===== src/rtl/clk_division_multi.sv =====
// NUM_CH-channel programmable clock divider with glitch-free divisor reload and per-channel tick strobes.
// Optional build macro CLKDIV_SYNC_EN adds sync_req to phase-align all enabled channels.

module clk_division_ch #(
   parameter int                CNT_W       = 32,
   parameter logic [CNT_W-1:0]  DEFAULT_DIV = '0
) (
   input  logic             clk_in,
   input  logic             rst,
   input  logic             en,
   input  logic             wr_hit,
   input  logic [CNT_W-1:0] wr_data,
`ifdef CLKDIV_SYNC_EN
   input  logic             sync_req,
`endif
   output logic             divclk,
   output logic             tick
);

   logic [CNT_W-1:0] cnt;
   logic [CNT_W-1:0] active_div;
   logic [CNT_W-1:0] shadow_div;
   logic [CNT_W-1:0] shadow_nxt;

   // A write landing on the terminal cycle must be seen by that reload.
   assign shadow_nxt = wr_hit ? wr_data : shadow_div;

   always_ff @(posedge clk_in or posedge rst) begin
      if (rst) begin
         cnt        <= '0;
         divclk     <= 1'b0;
         tick       <= 1'b0;
         active_div <= DEFAULT_DIV;
         shadow_div <= DEFAULT_DIV;
      end else begin
         shadow_div <= shadow_nxt;
         if (!en) begin
            cnt        <= '0;
            divclk     <= 1'b0;
            tick       <= 1'b0;
            active_div <= shadow_nxt;
`ifdef CLKDIV_SYNC_EN
         end else if (sync_req) begin
            // Realign wins over reload; a same-cycle write waits for the next terminal count.
            cnt        <= '0;
            divclk     <= 1'b0;
            tick       <= 1'b0;
            active_div <= shadow_div;
`endif
         end else if (cnt == active_div) begin
            cnt        <= '0;
            divclk     <= ~divclk;
            tick       <= 1'b1;
            active_div <= shadow_nxt;
         end else begin
            cnt  <= cnt + 1'b1;
            tick <= 1'b0;
         end
      end
   end

endmodule

module clk_division_multi #(
   parameter int NUM_CH      = 4,
   parameter int CNT_W       = 32,
   parameter int DEFAULT_DIV = 24999,
   localparam int CH_W       = (NUM_CH > 1) ? $clog2(NUM_CH) : 1
) (
   input  logic              clk_in,
   input  logic              rst,
   input  logic [NUM_CH-1:0] ch_en,
   input  logic              div_wr,
   input  logic [CH_W-1:0]   div_wr_ch,
   input  logic [CNT_W-1:0]  div_wr_data,
`ifdef CLKDIV_SYNC_EN
   input  logic              sync_req,
`endif
   output logic [NUM_CH-1:0] divclk,
   output logic [NUM_CH-1:0] tick
);

   // Out-of-range channel indices simply match no lane.
   logic [NUM_CH-1:0] wr_hit;

   for (genvar i = 0; i < NUM_CH; i++) begin : g_ch
      assign wr_hit[i] = div_wr && (div_wr_ch == CH_W'(i));

      clk_division_ch #(
         .CNT_W       (CNT_W),
         .DEFAULT_DIV (CNT_W'(DEFAULT_DIV))
      ) u_ch (
         .clk_in   (clk_in),
         .rst      (rst),
         .en       (ch_en[i]),
         .wr_hit   (wr_hit[i]),
         .wr_data  (div_wr_data),
`ifdef CLKDIV_SYNC_EN
         .sync_req (sync_req),
`endif
         .divclk   (divclk[i]),
         .tick     (tick[i])
      );
   end

endmodule

===== config.mk =====
export PLATFORM = sky130hd
export DESIGN_NAME = clk_division_multi
export DESIGN_NICKNAME = d
export VERILOG_FILES = /design/src/rtl/clk_division_multi.sv
export SDC_FILE = /design/constraint.sdc
export NUM_CORES = 1
export LEC_CHECK = 0
export ABC_CLOCK_PERIOD_IN_PS = 18600
export CAP_MARGIN = 20
export CORE_ASPECT_RATIO = 0.9
export CORE_MARGIN = 3
export CORE_UTILIZATION = 35
export DETAILED_ROUTE_END_ITERATION = 16
export PLACE_DENSITY = 0.62
export SYNTH_ARGS = -nofsm -noshare
export SYNTH_HDL_FRONTEND = slang
export SYNTH_SLANG_ARGS = --single-unit

===== constraint.sdc =====
create_clock -name clk_in -period 18.6 [get_ports clk_in]
set_input_delay 3.72 -clock clk_in [delete_from_list [all_inputs] [get_ports clk_in]]
set_output_delay 3.72 -clock clk_in [all_outputs]
set_load 0.005 [all_outputs]

Yosys cells after proc, flatten, opt, wreduce, memory -nomap -nowiden
Cells that the tools add are included.
{"block": "classes", "addsub": 4, "eq_ne": 11, "muxes": 36, "n_bitwise": 4, "reduce_logical": 5}
{"cell": "2-to-1 mux 32 bit", "count": 20}
{"cell": "adder 32 x 1 -> 32 bit (second input constant)", "count": 4}
{"cell": "== test 32 bit", "count": 4}
{"cell": "2-to-1 mux 1 bit", "count": 16}
{"cell": "!= test 2 x 1 -> 1 bit (second input constant)", "count": 4}
{"cell": "== test 2 bit (second input constant)", "count": 2}
{"cell": "logical AND 1 bit", "count": 4}
{"cell": "NOT 1 bit", "count": 4}
{"cell": "== test 2 x 1 -> 1 bit (second input constant)", "count": 1}
{"cell": "zero test 2 bit", "count": 1}
{"block": "totals", "ff_bits": 392, "input_bits": 41, "out_inout_bits": 8, "word_cells": 80}

Longest topological paths before layout
{"block": "depth", "depth_word": 5, "mapped_depth": 8, "mapped_depth_nobuf": 6}

Hierarchy
From an unflattened synthesis, not the netlist that was laid out.
{"block": "hier_totals", "hier_cells": 1376, "area_unflattened_um2": 17734.5}
{"mod": "clk_division_ch", "n_inst": 4, "cells_per_inst": 343, "area_per_inst_um2": 4424.2, "seq_area_each_um2": 2472.4}
{"mod": "clk_division_multi", "n_inst": 1, "cells_per_inst": 4, "area_per_inst_um2": 37.5, "seq_area_each_um2": 0.0}

Worst setup path after synthesis
Ideal clock, no wire load.
{"block": "synth_timing", "path_kind": "input to register", "start": "input port div_wr_ch[0]", "end": "register g_ch[0].u_ch.active_div[24]", "setup_time_ns": 0.125, "arrival_time_ns": 5.119, "slack_ns": 13.357, "path_stages": 4, "n_path_buf": 1, "cell_sequence": "nor3b_1 clkbuf_1 mux2_2 mux2_2"}
{"block": "synth_via", "elab_chain_cells": 5}
{"element": "start: declaration", "line_no": "74", "source": "input logic [CH_W-1:0] div_wr_ch,"}
{"element": "zero test 2 bit (*)", "line_no": "87", "source": "assign wr_hit[i] = div_wr && (div_wr_ch == CH_W'(i));"}
{"element": "logical AND 1 bit (*)", "line_no": "87"}
{"element": "2-to-1 mux 32 bit (*)", "line_no": "26", "source": "assign shadow_nxt = wr_hit ? wr_data : shadow_div;"}
{"element": "named net g_ch[0].u_ch.shadow_nxt[24]", "line_no": "23", "source": "logic [CNT_W-1:0] shadow_nxt;"}
{"element": "2-to-1 mux 32 bit", "line_no": "50", "source": "end else if (cnt == active_div) begin"}
{"element": "2-to-1 mux 32 bit (*)", "line_no": "37", "source": "if (!en) begin"}
{"element": "end signal: assignment", "line_no": "41", "source": "active_div <= shadow_nxt;"}
{"element": "end signal: assignment", "line_no": "54", "source": "active_div <= shadow_nxt;"}
{"element": "end: declaration", "line_no": "21", "source": "logic [CNT_W-1:0] active_div;"}
The timed path passes the listed nets; every way through them passes the cells marked *. The select of a mux whose other input is x is not followed.
A chain may end at the register's enable or synchronous reset.

==> results.json <==
{
  "fin_crit_sh_pct": 28.7,
  "die_area_sq_um": 53500,
  "cellLeakagePower_uw": 0.00871,
  "syn_area_per_cell_sq_um": 12.8,
  "place_hpwl_microns": 27600,
  "insertion_delay_ns": 0.54,
  "netlist_top_cells_area": "dfrtp_1 46%, mux2_2 15%, dfstp_2 9.5%, xor2_1 9.3%, nor2_1 2.7%",
  "final-setup-viol-count": 0,
  "fill_cells": 4627,
  "ir_drop_uv": 61.3,
  "worst-path-buf-inv": 3,
  "swShare_pct": 24.6,
  "start_util_pct": 35.8,
  "nNetsFinal": 1476,
  "avgRoutedWirePerCell_microns": 19.0,
  "die_height_microns": 220,
  "cp.arrival_ns": 5.81,
  "synth_top_area_cell": "dfrtp_1",
  "cp_top_family": "buffers and inverters",
  "seqPwrFrac_pct": 48.3,
  "fin_crit_ns": 5.33,
  "clock-sinks": 392,
  "finalInstanceArea_sq_um": 20200,
  "track_usage_pct": 15.2,
  "vias": 10668,
  "area_delta_synth_final_pct": 14.0,
  "cts.path.max_buffers": 3,
  "gr-total-overflow": 0,
  "drv_cap": 0,
  "postRouteAntennaNets": 0,
  "ys_types": 44,
  "power_density_nw_per_um2": 110,
  "fin_tns_setup_ns": 0,
  "cts_tree": "yes",
  "antenna_found_initial": 1,
  "drt_first_pass_iters": 5,
  "routed_via_density": 4.99,
  "first_iter_violations": 801,
  "seq_area_frac_synth_pct": 55.7,
  "clkPwrFrac_pct": 39.5,
  "cts_setup_buffers": 0,
  "r2r_cells": 6,
  "multi_input_area_sq_um": 7350,
  "cts_resized": 0,
  "yosysWarningCount": 0,
  "outcome": "finished, final reports clean",
  "r2r_setup_slack_ns": 15.53,
  "synth.top_cell.area_share_pct": 46.2,
  "slowest_delay_ns": 0.75,
  "rsz0062_at_grt": "no",
  "place.gp.congestion": 0.816,
  "synth_fp_nets": 1432,
  "r2r_start": "g_ch[3].u_ch.cnt[16]",
  "grt_pass1_vias": 10682,
  "ios": 49,
  "fmax_mhz": 188,
  "crit_chain": "clkdlybuf4s50_1, inv_8, buf_12",
  "critPathLaunchType": "primary input",
  "cp.required_ns": 19.08,
  "combPwrFrac_pct": 12.2,
  "hold_viol": 0,
  "holdBufCountCts": 0,
  "crit_path_start": "rst",
  "grt_pass1_wl_microns": 63300,
  "drive_gt1_share_pct": 28.9,
  "regArea_sq_um": 9890,
  "rows": 77,
  "routed_wl_microns": 40700,
  "hold_start": "g_ch[3].u_ch.shadow_div[16]",
  "cpMaxStageDelayCell": "buf_12",
  "drc": 0,
  "clk_pin_slew_ns": 0.06,
  "placed_area_sq_um": 18700,
  "cts.htree.levels": 2,
  "hp-class": "reg -> reg",
  "crit_type": "in -> async",
  "core_sq_um": 49600,
  "ys_ff_latch": 392,
  "grt_max_degree": 200,
  "reg2reg_to": "g_ch[3].u_ch.active_div[20]",
  "intPower_uw": 1670,
  "p_sw_uw": 546,
  "syn_inst": 1387,
  "root_buffer": "clkbuf_16",
  "worstHoldPathCells": 1,
  "io_buffers": 48,
  "worst_slew_pin_slew_ns": 1.08,
  "drv_slew": 0,
  "crit_path_end_kind": "asynchronous set/reset pin",
  "finalClockSkew_ns": 0.0288,
  "hold_end": "g_ch[3].u_ch.shadow_div[16]",
  "relSlewSlack_pct": 27.1,
  "syn-cell-area_sq_um": 17800,
  "cts_inserted_buffers": 41,
  "cp_max_fo": 199,
  "die_x_microns": 243
}
==> kinds of logic (layout without fill, tap and decap cells) <==
| family | after synthesis | count (layout) | share of synthesized area, % |
|---|---|---|---|
| multiplexers | 256 | 256 | 16.8 |
| XOR/XNOR | 235 | 235 | 11.6 |
| flip-flops | 392 | 392 | 55.7 |
| AO/OA/AOI/OAI | 38 | 38 | 1.34 |
| buffers and inverters | 79 | 156 | 2.94 |
| other | 0 | 1 | 0 |
| adder cells (fa/ha/maj) | 4 | 4 | 0.282 |
| AND/OR/NAND/NOR | 383 | 383 | 11.4 |
==> layer usage <==
layer	vias up	track usage (%)	routed length, microns
met2	211	21.9	17000
met5	-	0	0
met4	0	3.37	739
li1	4912	-	-
met1	5501	23.8	21100
met3	44	2.53	1850
==> area by class of cell <==
type	instances	share of cell area, %
Tap cell	671	4.15
Multi-Input combinational cell	916	36.3
Clock buffer	56	6.05
Timing Repair Buffer	60	2.98
Inverter	20	0.408
Clock inverter	20	1.25
Antenna cell	1	0.0124
Sequential cell	392	48.9
==> state kept, by name, summed over array words and instances, names as in the netlist <==
signal and flops:
g_ch.u_ch.cnt 128, g_ch.u_ch.tick 4, g_ch.u_ch.divclk 4, g_ch.u_ch.shadow_div 128, g_ch.u_ch.active_div 128
==> power by group through the flow <==
| stage | clock network, uW | registers, uW | logic [uW] |
|---|---|---|---|
| after floorplan | 0 | 1060 | 207 |
| after global placement | 0 | 1080 | 265 |
| after detailed placement | 0 | 1090 | 272 |
| after CTS | 900 | 1070 | 274 |
| after global routing | 934 | 1080 | 297 |
| final | 877 | 1070 | 271 |
==> synth_stat cells (all sizes together) <==
cell,count
nand3,48
buf,42
a21oi,17
xnor2,46
dfrtp,328
or4,1
and2,4
and3,19
xor2,189
nor2b,1
nor3b,1
or3,17
o31ai,1
nand2,34
clkbuf,17
or2,3
o21ai,20
nor3,17
and4,20
ha,4
nand4,45
nand3b,2
inv,20
nor2,126
nor4,44
dfstp,64
nand4b,1
mux2,256
==> worst register-to-register path, delay by kind of cell (launching register included) <==
family,cells,cell delay [ns]
simple gates,2,0.95
mux,1,0.43
xor+xnor,1,0.22
compound gates,1,0.21
buf+inv,1,0.61
flops,1,0.53
==> worst max-delay path by stage <==
stage                                              to  slack (ns)  depth (start not counted)
final                     g_ch[2].u_ch.shadow_div[16]       13.27                          3
after global routing       g_ch[0].u_ch.active_div[3]       12.96                          3
after floorplan           g_ch[0].u_ch.active_div[10]        4.09                          1
after global placement            g_ch[1].u_ch.cnt[3]       12.66                          3
after detailed placement          g_ch[1].u_ch.cnt[3]       12.63                          3
after CTS                         g_ch[1].u_ch.cnt[4]       13.19                          3
==> layout by cell type (no fill, tap or decap), types with 2 or more instances in the layout <==
cell type,n
or2_2,3
xnor2_1,46
and3_1,18
clkinvlp_4,4
dfstp_2,64
nor4_2,2
xor2_1,189
clkinv_4,2
clkbuf_1,3
nor4_1,41
nand4_1,43
clkbuf_8,10
and4_1,19
inv_1,19
ha_1,4
bufinv_16,5
nand2_1,34
or3_1,16
o21ai_0,16
o21ai_4,4
clkinv_2,7
and2_1,4
nor3_1,16
nor2_1,126
clkbuf_16,43
clkdlybuf4s50_1,48
nand4_2,2
nand3_1,48
dfrtp_1,328
a21oi_1,17
mux2_2,231
nand3b_1,2
buf_4,10
inv_8,2
mux2_4,25
==> through the flow <==
step           setup slack, ns  power [uW]  utilization [%]  hold WS, ns  std cells
6_report                 13.27        2220             40.8        0.492       2136
5_1_grt                  12.96        2310             40.8        0.501       2135
4_1_cts                  13.19        2250             40.7        0.495       2134
3_5_place_dp             12.63        1360             37.8        0.481       2058
3_3_place_gp             12.66        1350             37.8        0.475       2058
2_1_floorplan             4.09        1260                -        0.467       1387
No activity file was read; power rests on OpenSTA's default activity.
